[src/rtl/flash_xip_line_buffer.sv]
// flash_xip_line_buffer: single-line read buffer for the flash XIP window,
// placed upstream of the SPI APB bridge. Flash reads hit the line or refill it
// with sequential single-word downstream reads. Everything else passes through.
// Optional build macro XIP_PERF_CNT_EN adds hit_cnt/miss_cnt outputs.
module flash_xip_line_buffer #(
  parameter int unsigned LINE_WORDS = 4,
  parameter logic [31:0] FLASH_BASE = 32'h3000_0000
) (
  input  logic        clock,
  input  logic        reset,
  input  logic [31:0] in_paddr,
  input  logic        in_psel,
  input  logic        in_penable,
  input  logic        in_pwrite,
  input  logic [31:0] in_pwdata,
  input  logic [3:0]  in_pstrb,
  output logic        in_pready,
  output logic [31:0] in_prdata,
  output logic        in_pslverr,
  input  logic        flush,
  output logic [31:0] out_paddr,
  output logic        out_psel,
  output logic        out_penable,
  output logic        out_pwrite,
  output logic [31:0] out_pwdata,
  output logic [3:0]  out_pstrb,
  input  logic        out_pready,
  input  logic [31:0] out_prdata,
  input  logic        out_pslverr
`ifdef XIP_PERF_CNT_EN
  ,
  output logic [31:0] hit_cnt,
  output logic [31:0] miss_cnt
`endif
);

  localparam int unsigned IDX_W = $clog2(LINE_WORDS);
  localparam int unsigned TAG_W = 26 - IDX_W;

  typedef enum logic [2:0] {
    IDLE, PASS_SETUP, PASS_ACCESS, FILL_SETUP, FILL_ACCESS, RESP
  } state_t;

  state_t state_q, state_d;

  logic             line_valid_q, line_valid_d;
  logic [TAG_W-1:0] tag_q, tag_d;
  logic [IDX_W-1:0] idx_q, idx_d;
  logic [IDX_W-1:0] cnt_q, cnt_d;
  logic             err_q, err_d;
  logic             fill_q, fill_d;
  logic             flush_pend_q, flush_pend_d;
  logic             abort_q, abort_d;
  logic [31:0]      rdata_q, rdata_d;
  logic [31:0]      line_q [LINE_WORDS];
  logic [31:0]      line_d [LINE_WORDS];

  logic [31:0] out_paddr_q, out_paddr_d;
  logic        out_psel_q, out_psel_d;
  logic        out_penable_q, out_penable_d;
  logic        out_pwrite_q, out_pwrite_d;
  logic [31:0] out_pwdata_q, out_pwdata_d;
  logic [3:0]  out_pstrb_q, out_pstrb_d;
  logic        in_pready_q, in_pready_d;
  logic [31:0] in_prdata_q, in_prdata_d;
  logic        in_pslverr_q, in_pslverr_d;

  logic             req_start;
  logic             req_flash;
  logic [TAG_W-1:0] req_tag;
  logic [IDX_W-1:0] req_idx;
  logic             req_hit;
  logic             cnt_last;
  logic             resp_ok;

  // Request decode; a flush in the same cycle forces a miss
  assign req_start = in_psel && !in_penable;
  assign req_flash = in_paddr[31:28] == FLASH_BASE[31:28];
  assign req_tag   = in_paddr[27:IDX_W+2];
  assign req_idx   = in_paddr[IDX_W+1:2];
  assign req_hit   = line_valid_q && (tag_q == req_tag) && !flush;
  assign cnt_last  = cnt_q == IDX_W'(LINE_WORDS - 1);
  assign resp_ok   = in_psel && !abort_q;

  // State register
  always_ff @(posedge clock) begin
    if (reset) state_q <= IDLE;
    else       state_q <= state_d;
  end

  // Next-state logic
  always_comb begin
    state_d = state_q;
    case (state_q)
      IDLE: begin
        if (req_start) begin
          if (!req_flash)                state_d = PASS_SETUP;
          else if (in_pwrite || req_hit) state_d = RESP;
          else                           state_d = FILL_SETUP;
        end
      end
      PASS_SETUP:  state_d = PASS_ACCESS;
      PASS_ACCESS: if (out_pready) state_d = RESP;
      FILL_SETUP:  state_d = FILL_ACCESS;
      FILL_ACCESS: if (out_pready) state_d = cnt_last ? RESP : FILL_SETUP;
      RESP:        state_d = IDLE;
      default:     state_d = IDLE;
    endcase
  end

  // Output logic: downstream flops track the state being entered, upstream
  // response flops are loaded from RESP so in_pready lasts one cycle
  always_comb begin
    out_paddr_d   = out_paddr_q;
    out_pwrite_d  = out_pwrite_q;
    out_pwdata_d  = out_pwdata_q;
    out_pstrb_d   = out_pstrb_q;
    out_psel_d    = 1'b0;
    out_penable_d = 1'b0;
    in_pready_d   = 1'b0;
    in_prdata_d   = '0;
    in_pslverr_d  = 1'b0;
    case (state_d)
      PASS_SETUP: begin
        out_psel_d   = 1'b1;
        out_paddr_d  = in_paddr;
        out_pwrite_d = in_pwrite;
        out_pwdata_d = in_pwdata;
        out_pstrb_d  = in_pstrb;
      end
      FILL_SETUP: begin
        out_psel_d   = 1'b1;
        out_paddr_d  = {FLASH_BASE[31:28], tag_d, cnt_d, 2'b00};
        out_pwrite_d = 1'b0;
        out_pwdata_d = '0;
        out_pstrb_d  = 4'hf;
      end
      PASS_ACCESS, FILL_ACCESS: begin
        out_psel_d    = 1'b1;
        out_penable_d = 1'b1;
      end
      default: ;
    endcase
    if (state_q == RESP && resp_ok) begin
      in_pready_d  = 1'b1;
      in_prdata_d  = rdata_q;
      in_pslverr_d = err_q;
    end
  end

  // Line bookkeeping, fill beats, response data and flush/abort tracking
  always_comb begin
    line_valid_d = line_valid_q;
    tag_d        = tag_q;
    idx_d        = idx_q;
    cnt_d        = cnt_q;
    err_d        = err_q;
    fill_d       = fill_q;
    flush_pend_d = flush_pend_q;
    abort_d      = abort_q;
    rdata_d      = rdata_q;
    line_d       = line_q;
    if (state_q != IDLE && !in_psel) abort_d = 1'b1;
    case (state_q)
      IDLE: begin
        if (flush) line_valid_d = 1'b0;
        if (req_start) begin
          abort_d      = 1'b0;
          flush_pend_d = 1'b0;
          fill_d       = 1'b0;
          err_d        = req_flash && in_pwrite;
          idx_d        = req_idx;
          rdata_d      = line_q[req_idx];
          if (req_flash && !in_pwrite && !req_hit) begin
            tag_d        = req_tag;
            cnt_d        = '0;
            line_valid_d = 1'b0;
            fill_d       = 1'b1;
          end
        end
      end
      PASS_SETUP: begin
        if (flush) line_valid_d = 1'b0;
      end
      PASS_ACCESS: begin
        if (flush) line_valid_d = 1'b0;
        if (out_pready) begin
          rdata_d = out_prdata;
          err_d   = out_pslverr;
        end
      end
      FILL_SETUP: begin
        if (flush) flush_pend_d = 1'b1;
      end
      FILL_ACCESS: begin
        if (flush) flush_pend_d = 1'b1;
        if (out_pready) begin
          line_d[cnt_q] = out_prdata;
          err_d         = err_q | out_pslverr;
          if (cnt_q == idx_q) rdata_d = out_prdata;
          if (!cnt_last) cnt_d = cnt_q + IDX_W'(1);
        end
      end
      RESP: begin
        if (fill_q)     line_valid_d = !err_q && !flush_pend_q && !flush;
        else if (flush) line_valid_d = 1'b0;
        fill_d = 1'b0;
      end
      default: ;
    endcase
  end

  // Control and output registers
  always_ff @(posedge clock) begin
    if (reset) begin
      line_valid_q  <= 1'b0;
      tag_q         <= '0;
      idx_q         <= '0;
      cnt_q         <= '0;
      err_q         <= 1'b0;
      fill_q        <= 1'b0;
      flush_pend_q  <= 1'b0;
      abort_q       <= 1'b0;
      rdata_q       <= '0;
      out_paddr_q   <= '0;
      out_psel_q    <= 1'b0;
      out_penable_q <= 1'b0;
      out_pwrite_q  <= 1'b0;
      out_pwdata_q  <= '0;
      out_pstrb_q   <= '0;
      in_pready_q   <= 1'b0;
      in_prdata_q   <= '0;
      in_pslverr_q  <= 1'b0;
    end else begin
      line_valid_q  <= line_valid_d;
      tag_q         <= tag_d;
      idx_q         <= idx_d;
      cnt_q         <= cnt_d;
      err_q         <= err_d;
      fill_q        <= fill_d;
      flush_pend_q  <= flush_pend_d;
      abort_q       <= abort_d;
      rdata_q       <= rdata_d;
      out_paddr_q   <= out_paddr_d;
      out_psel_q    <= out_psel_d;
      out_penable_q <= out_penable_d;
      out_pwrite_q  <= out_pwrite_d;
      out_pwdata_q  <= out_pwdata_d;
      out_pstrb_q   <= out_pstrb_d;
      in_pready_q   <= in_pready_d;
      in_prdata_q   <= in_prdata_d;
      in_pslverr_q  <= in_pslverr_d;
    end
  end

  // Line data storage; contents only matter while line_valid is set
  always_ff @(posedge clock) begin
    line_q <= line_d;
  end

  assign out_paddr   = out_paddr_q;
  assign out_psel    = out_psel_q;
  assign out_penable = out_penable_q;
  assign out_pwrite  = out_pwrite_q;
  assign out_pwdata  = out_pwdata_q;
  assign out_pstrb   = out_pstrb_q;
  assign in_pready   = in_pready_q;
  assign in_prdata   = in_prdata_q;
  assign in_pslverr  = in_pslverr_q;

`ifdef XIP_PERF_CNT_EN
  logic [31:0] hit_cnt_q, hit_cnt_d;
  logic [31:0] miss_cnt_q, miss_cnt_d;

  // Count every flash read hit/miss decision taken in IDLE
  always_comb begin
    hit_cnt_d  = hit_cnt_q;
    miss_cnt_d = miss_cnt_q;
    if (state_q == IDLE && req_start && req_flash && !in_pwrite) begin
      if (req_hit) hit_cnt_d  = hit_cnt_q + 32'd1;
      else         miss_cnt_d = miss_cnt_q + 32'd1;
    end
  end

  // Performance counter registers
  always_ff @(posedge clock) begin
    if (reset) begin
      hit_cnt_q  <= '0;
      miss_cnt_q <= '0;
    end else begin
      hit_cnt_q  <= hit_cnt_d;
      miss_cnt_q <= miss_cnt_d;
    end
  end

  assign hit_cnt  = hit_cnt_q;
  assign miss_cnt = miss_cnt_q;
`endif

endmodule

[config.mk]
export PLATFORM = sky130hd
export DESIGN_NAME = flash_xip_line_buffer
export DESIGN_NICKNAME = d
export VERILOG_FILES = /design/src/rtl/flash_xip_line_buffer.sv
export SDC_FILE = /design/constraint.sdc
export NUM_CORES = 1
export LEC_CHECK = 0
export BUFFER_PORTS_ARGS = -buffer_cell sky130_fd_sc_hd__buf_2
export CORE_ASPECT_RATIO = 0.75
export CORE_MARGIN = 1.5
export CORE_UTILIZATION = 45
export DETAILED_ROUTE_END_ITERATION = 10
export PLACE_DENSITY_LB_ADDON = 0.15
export SYNTH_ARGS = -nofsm -noshare
export SYNTH_HDL_FRONTEND = slang
export SYNTH_SLANG_ARGS = --single-unit
[constraint.sdc]
create_clock -name clock -period 4.5 [get_ports clock]
set_clock_uncertainty 0.15 [all_clocks]
set_input_delay 0.45 -clock clock [delete_from_list [all_inputs] [get_ports clock]]
set_output_delay 0.45 -clock clock [all_outputs]
set_load 0.01 [all_outputs]
==> results of run 1 <==
-- critical path: stages (launching register included) --
cell	delay (ns)
dfxtp_1	0.40
or2_1	0.37
or3_1	0.57
nor4_4	0.32
buf_4	0.45
o21ai_2	0.07
buf_4	0.24
o221ai_1	0.23
-- report_power, final --
group / internal, mW / total (mW) / switching [mW]
clock network: 1.52 / 2.57 / 1.05
registers: 2.93 / 2.97 / 0.0429
logic: 0.240 / 0.538 / 0.299
total: 4.69 / 6.08 / 1.39
-- stage by stage --
| stage | area, um2 | hold slack (ns) | std cells | power, mW |
|---|---|---|---|---|
| 2_1_floorplan | 11400 | 0.277 | 922 | 3.33 |
| 3_3_place_gp | 12800 | 0.285 | 1429 | 3.52 |
| 3_5_place_dp | 12800 | 0.289 | 1429 | 3.53 |
| 4_1_cts | 14500 | 0.00954 | 1553 | 6.15 |
| 5_1_grt | 14500 | 0.0205 | 1553 | 6.33 |
| 6_report | 14600 | 0.0340 | 1554 | 6.08 |
-- routing by layer --
layer	GRT usage (%)	share of wire [%]	vias to the layer above	wire length, um
met1	27.4	46	3750	12000
met3	3.24	4.8	44	1230
met5	0	0	-	0
li1	-	-	3862	-
met4	5.14	2.1	0	555
met2	32.2	47	188	12200
-- logic make-up after synthesis --
family | after synthesis
DFF | 301
and+or+nand+nor | 220
AOI/OAI and AO/OA | 173
buffers and inverters | 111
muxes | 90
xor gates and xnor gates | 27
-- state kept, by name (all words and copies together) (netlist names) --
name,cells
abort_q,1
cnt_q,2
err_q,1
fill_q,1
flush_pend_q,1
idx_q,2
in_prdata,32
in_pready,1
in_pslverr,1
line_q,128
line_valid_q,1
out_paddr,32
out_penable,1
out_psel,1
out_pstrb,4
out_pwdata,32
out_pwrite,1
rdata_q,32
state_q,3
tag_q,24
-- worst max path at each step --
stage                          to  slack, ns  cells after the start
finish              out_paddr[13]       1.61                      7
global route        out_paddr[11]       1.44                      7
CTS                 out_paddr[13]       1.60                      7
detailed placement  out_paddr[12]       1.46                      9
global placement     out_pstrb[3]       1.55                      8
floorplan             line_q[100]       0.84                      4
-- final cells by class --
cell class                 instances  area, um2
antenna                            1       2.50
clock buffer                      39        826
clock inverter                    17        201
fill                            2108      10300
inverter                          52        195
multi-input combinational        510       3730
sequential                       301       7310
tap                              338        423
timing repair buffer             296       1860
-- cells in the final DEF, fill, tap and decap left out, drive strengths merged, types with 2 or more instances in the layout --
cell type    count
a211oi          36
a21oi           47
and2            35
buf            228
bufinv           4
clkbuf          39
clkinv          10
clkinvlp         4
dfxtp          173
dlygate4sd3     68
edfxtp         128
inv             51
mux2i           58
mux4            32
nand2           79
nand2b           4
nand3            4
nand4            3
nor2            72
nor2b            2
nor3            10
nor4             6
o21ai           51
o221a            6
o221ai          24
or3              2
xnor2            3
xor2            24
==> flow_summary.toml, run 1 <==
[timing]
setup_viol = 0
fin_ws_ns = 1.61
worstMarginPinSlew_ns = 1.11
max-slew-margin-rel_pct = 26.0
hold_viol_final = 0
min_period_ns = 2.89
fmax_mhz = 346
fin_crit_sh_pct = 64.3
fin_setup_tns_ns = 0
drv_slew = 0
rsz0062_at_grt = "no"

[setup_path]
r2r_end = "out_paddr[13]"
worst_setup_path_end_kind = "flip-flop"
critPathLaunchType = "flip-flop"
worstSetupPathType = "reg -> reg"
r2r-start = "state_q[0]"
cp_max_fo = 44
worstSetupStartpoint = "state_q[0]"
cp.arrival_ns = 3.19
r2r_cells = 7
required_ns = 4.80
worst-r2r-setup-slack_ns = 1.61

[final_layout]
area_growth_pct = 27.7
fin_nets = 1299
utilization_pct = 58.4
drive_above_1_share_pct = 26.9

[clock_network]
cts-root-buf = "clkbuf_16"
cts_tree = "done"
clock-sinks = 301
cts.path.max_buffers = 3
h-tree-depth = 1
worst_skew_pair.late_latency_ns = 0.55
cts_hold_buf = 68
path_clk_slew_ns = 0.07
cts_setup_buffers = 0
cts-resized-gates = 0
cts_buffers = 30

[synthesis]
synth-edff-count = 128
ys_types = 42
synth_xor_area_share_pct = 2.07
synthCells = 922
synth-async-reset-ratio_pct = 0
synth_simple_gate_area_share_pct = 8.81
ys_top_cells_by_area = "edfxtp_1, dfxtp_1, mux4_2, mux2i_1, nand2_1"
synth_nets = 1030
synth-adder-area-share_pct = 0
synth_top_family_by_area = "multiplexers"
ys_warn_count = 0
yosysSeqAreaShare_pct = 64.1
synth_common_cells = "dfxtp_1, edfxtp_1, nand2_1, nor2_1, mux2i_1"
synth.area.mux_share_pct = 11.4
yosysTopAreaCellShare_pct = 33.7
synth_compound_area_share_pct = 9.79
synth-seq-cells = 301
ys.flop_type = "dfxtp_1"
yosysMostFrequentCell = "dfxtp_1"
synth.largest_area_cell = "edfxtp_1"
syn_avg_cell_area_um2 = 12.4
syn-cell-area_um2 = 11400

[hold_path]
min_from = "in_pstrb[3]"
hold_path_depth = 2
hp-class = "in -> reg"
holdPathEnd = "out_pstrb[3]"

[die]
io_pins = 213
die-height_um = 141
core_area_um2 = 24900
start_util_pct = 45.8
num_rows = 50
fp.dieW_um = 187
dieArea_um2 = 26300

[outcome]
outcome = "complete, no violations"

[global_route]
grtUsageTotal_pct = 19.7
grt_pass1_wl_um = 41500
grt_max_degree = 63
grt_pass1_vias = 7828
antenna_found_initial = 0
gr-total-overflow = 0

[routing]
wire_per_inst_um = 16.7
ant_nets = 0
viasPerCell = 5.05
remaining_drc_errors = 0
dr.pass1.iters = 4
routed_wl_um = 25900
vias = 7844
drt_iter0_drc = 442

[power]
ir_worst_vdd_uv = 313
leakage_nw = 5.81
power_per_cell_area_nw_per_um2 = 418

[place]
dp_hpwl_um = 15800
pre_cts_slack_ns = 1.46
gp_congestion = 0.766
io_buffers = 212

[run]
drv_cap = 0
No activity file was read; power rests on OpenSTA's default activity.
==> inputs of run 2 (changes only) <==
==> constraint.sdc (replaced) <==
create_clock -name clock -period 3 [get_ports clock]
set_clock_uncertainty 0.15 [all_clocks]
set_input_delay 0.3 -clock clock [delete_from_list [all_inputs] [get_ports clock]]
set_output_delay 0.3 -clock clock [all_outputs]
set_load 0.01 [all_outputs]
==> flow_summary.toml, run 2 (same netlist as run 1, synthesis figures left out) <==
[setup_path]
cp_max_fo = 25
worst_setup_path_end_kind = "flip-flop"
cpPeakStageDelay_ns = 0.54
required_ns = 3.31
slowest_stage = "dlygate4sd3_1"
cp.arrival_ns = 3.13
critPathLaunchType = "input port"
critical_path.cell_chain = "dlygate4sd3_1 -> buf_2 -> xor2_1 -> nor4_1 -> nand4_1 -> nor4_4 -> buf_12 -> buf_4 -> o21ai_0 -> a21oi_1"
worstSetupPathType = "in -> reg"

[power]
p_clk_share_pct = 40.5
power_per_cell_area_nw_per_um2 = 598
switching_power_mw = 2.03
ir_worst_vdd_uv = 451
pwr-share-comb_pct = 9.9
leakage_nw = 6.03
p_sw_share_pct = 22.6
seqPwrFrac_pct = 49.6
p_int_mw = 6.95

[die]
dieArea_um2 = 26300
num_rows = 50
core_area_um2 = 24900
die-height_um = 141
start_util_pct = 45.8
io_pins = 213
fp.dieW_um = 187

[clock_network]
path_clk_slew_ns = 0.06
cts_buffers = 29
cts-resized-gates = 0
clock-sinks = 301
h-tree-depth = 1
cts-root-buf = "clkbuf_16"
cts.path.max_buffers = 3
worst_skew_pair.late_latency_ns = 0.54
cts_tree = "done"

[run]
drv_cap = 0

[hold_path]
hp-class = "in -> reg"

[timing]
fmax_mhz = 354
min_period_ns = 2.82
max-slew-margin-rel_pct = 23.2
fin_setup_tns_ns = 0
setup_viol = 0
rsz0062_at_grt = "no"
worstMarginPinSlew_ns = 1.15
hold_viol_final = 0
fin_crit_sh_pct = 94.0
drv_slew = 0

[global_route]
grtUsageTotal_pct = 20.5
grt_max_degree = 68
grt_pass1_wl_um = 43400
gr-total-overflow = 0
antenna_found_initial = 0
grt_pass1_vias = 8157

[final_layout]
fin_nets = 1347
regMostFlops = "line_q"
n_fill_cell = 2046
n_antenna_cell = 0
mostFrequentLayoutCells = "buf_2, dfxtp_1, edfxtp_1"
fin_area_um2 = 15000
area_growth_pct = 31.9
largest_reg_flops = 128
drive_above_1_share_pct = 26.7
layout_commonest_cell = "buf_2"

[place]
place_area_um2 = 13100
dp_hpwl_um = 16300
gp_congestion = 0.808
io_buffers = 212

[routing]
viasPerCell = 5.05
dr.pass1.iters = 5
routed_wl_um = 27100
drt_iter0_drc = 503
ant_nets = 0
vias = 8062
wire_per_inst_um = 16.9
remaining_drc_errors = 0

[outcome]
outcome = "complete, no violations"
==> run 2: cell count changes in the layout (fill, tap and decap cells not counted), sizes merged <==
cell	before	now
clkbuf	39	40
bufinv	4	3
dlygate4sd3	68	102
clkinv	10	9
buf	228	243
diode	1	0
clkinvlp	4	1
==> run 2: per-layer routing <==
metal  up-vias  wire length [um]  global-route usage (%)
met5         -                 0                       0
met4         0               516                    4.80
met3        35              1260                    3.09
met2       214             12500                    33.8
met1      3870             12800                    28.9
li1       3943                 -                       -
==> run 2: repair_timing <==
action | 4_1_cts | 5_1_grt
buffers inserted | 0 | 0
hold endpoints to repair | 241 | 0
hold buffers | 102 | 0
==> run 2: area by class of cell <==
class                      count  area [um2]  area share (%)
multi-input combinational    510        3740            24.9
sequential                   301        7310            48.6
timing repair buffer         345        2420            16.1
tap                          338         423            2.81
clock buffer                  40         817            5.44
clock inverter                12         133           0.882
inverter                      52         195            1.30
==> run 2: power by group through the flow <==
stage	Combinational, mW	Clock [mW]	Sequential (mW)
floorplan	0.430	0	4.56
global placement	0.770	0	4.54
detailed placement	0.780	0	4.54
CTS	0.890	3.73	4.45
global route	0.974	3.89	4.47
finish	0.885	3.64	4.46
==> run 2: worst paths after layout <==
kind | from | to | slack (ns) | cells after the start
max reg2reg | state_q[2] | out_paddr[8] | 0.28 | 7
max | in_paddr[17] | out_pwdata[24] | 0.18 | 10
min | out_pready | cnt_q[0] | 0.03 | 3
min reg2reg | abort_q | abort_q | 0.30 | 2
==> run 2: worst max-delay path: cells and delay by family <==
family | cells | cell delay, ns
AO/OA/AOI/OAI | 2 | 0.29
AND/OR/NAND/NOR | 3 | 1.19
XOR/XNOR | 1 | 0.16
buffers and inverters | 4 | 1.16
==> run 2: through the flow <==
step                      hold WS (ns)  std cells  setup slack, ns  total power, mW  util [%]
after floorplan                  0.249        922            0.187             4.99         -
after global placement           0.289       1444            0.288             5.31      52.5
after detailed placement         0.290       1444            0.231             5.32      52.5
after CTS                      0.00241       1598            0.240             9.08      60.4
after global routing           0.00297       1598          0.00791             9.33      60.4
final                           0.0258       1598            0.179             8.98      60.4
==> inputs of run 3 (changes only) <==
==> constraint.sdc (replaced) <==
create_clock -name clock -period 3.3 [get_ports clock]
set_clock_uncertainty 0.15 [all_clocks]
set_input_delay 0.33 -clock clock [delete_from_list [all_inputs] [get_ports clock]]
set_output_delay 0.33 -clock clock [all_outputs]
set_load 0.01 [all_outputs]
==> flow_summary.toml, run 3 (same netlist as run 1, synthesis figures left out) <==
[final_layout]
regMostFlops = "line_q"
layout_commonest_cell = "buf_2"
largest_reg_flops = 128
n_antenna_cell = 0
drive_above_1_share_pct = 26.4
mostFrequentLayoutCells = "buf_2, dfxtp_1, edfxtp_1"
n_fill_cell = 2095
area_growth_pct = 32.0
fin_nets = 1353

[routing]
drt_iter0_drc = 559
ant_nets = 0
dr.pass1.iters = 4
routed_wl_um = 26900
wire_per_inst_um = 16.8
viasPerCell = 5.07
vias = 8140
remaining_drc_errors = 0

[setup_path]
r2r_end = "out_paddr[30]"
cp.arrival_ns = 3.45
worstSetupPathType = "in -> reg"
critPathLaunchType = "input port"
required_ns = 3.62
cp_max_fo = 34
worst-r2r-setup-slack_ns = 0.33
r2r-start = "tag_q[13]"
worst_setup_path_end_kind = "flip-flop"
r2r_cells = 8

[clock_network]
cts_buffers = 29
clock-sinks = 301
h-tree-depth = 1
cts.path.max_buffers = 3
worst_skew_pair.late_latency_ns = 0.53
cts-root-buf = "clkbuf_16"
path_clk_slew_ns = 0.07
cts_tree = "done"

[hold_path]
holdPathEnd = "cnt_q[0]"
hold_path_depth = 3
min_from = "out_pready"
hp-class = "in -> reg"

[die]
io_pins = 213
start_util_pct = 45.8
core_area_um2 = 24900
num_rows = 50
die-height_um = 141
fp.dieW_um = 187
dieArea_um2 = 26300

[place]
io_buffers = 212
gp_congestion = 0.856
dp_hpwl_um = 16200

[global_route]
gr-total-overflow = 0
grtUsageTotal_pct = 20.3
grt_max_degree = 49
grt_pass1_vias = 8037
antenna_found_initial = 0
grt_pass1_wl_um = 43100

[timing]
drv_slew = 0
hold_viol_final = 0
min_period_ns = 3.13
max-slew-margin-rel_pct = 25.0
fin_crit_sh_pct = 94.9
fmax_mhz = 319
worstMarginPinSlew_ns = 1.13
fin_setup_tns_ns = 0
setup_viol = 0
rsz0062_at_grt = "no"

[power]
ir_worst_vdd_uv = 373
leakage_nw = 6.06
fin_total_pwr_mw = 8.12
power_per_cell_area_nw_per_um2 = 540

[run]
drv_cap = 0

[outcome]
outcome = "complete, no violations"
-- run 3: layout make-up --
type                    instances  area, um2  area share (%)
clock buffers                  44        843            5.61
multi-input cells             510       3740            24.9
clock inverters                 9       98.8           0.657
well taps                     338        423            2.81
repair buffers                351       2440            16.2
inverters                      52        195            1.30
flip-flops and latches        301       7310            48.6
-- run 3: how the worst max path moves through the flow --
stage	start	end	slack, ns	cells after the start
finish	in_paddr[17]	out_paddr[30]	0.17	10
global route	in_paddr[17]	out_pwdata[5]	0.02	10
CTS	in_paddr[17]	out_paddr[31]	0.04	10
detailed placement	state_q[1]	out_paddr[16]	0.43	6
global placement	state_q[1]	out_paddr[8]	0.51	6
floorplan	state_q[1]	line_q[0]	0.49	4
-- run 3: timing repair --
action | in CTS | in global routing
buffers inserted | 0 | 1
hold endpoints to repair | 227 | 0
setup endpoints to repair | 0 | 5
hold buffers | 111 | 0
resized for setup | 0 | 1
-- run 3: metrics by stage --
| step | area [um2] | util, % | std cells | setup WS (ns) | hold WS, ns |
|---|---|---|---|---|---|
| floorplan | 11400 | - | 922 | 0.487 | 0.277 |
| global placement | 13000 | 52.1 | 1440 | 0.512 | 0.290 |
| detailed placement | 13000 | 52.1 | 1440 | 0.434 | 0.292 |
| CTS | 15000 | 60.4 | 1604 | 0.0364 | 0.000830 |
| global route | 15000 | 60.4 | 1605 | 0.0189 | 0.0437 |
| finish | 15000 | 60.4 | 1605 | 0.168 | 0.0290 |
-- run 3: worst max-delay path, cell delays in order --
cell	delay, ns
dlygate4sd3_1	0.53
buf_2	0.14
xor2_1	0.15
nor4_1	0.39
nand4_1	0.31
nor4_4	0.44
buf_6	0.32
o21ai_1	0.09
a21oi_1	0.15
dlygate4sd3_1	0.57
-- run 3: per-layer routing --
metal	part of all wire, %	routed length, um	global-route usage, %
met2	45	12100	31.7
met1	48	13000	29.7
met5	0	0	0
met4	2.4	644	5.26
met3	4.5	1210	3.24
-- run 3: power by group --
group	total, mW	switching [mW]	internal [mW]
registers	4.05	0.0563	4.00
clock network	3.27	1.36	1.91
logic	0.799	0.428	0.371
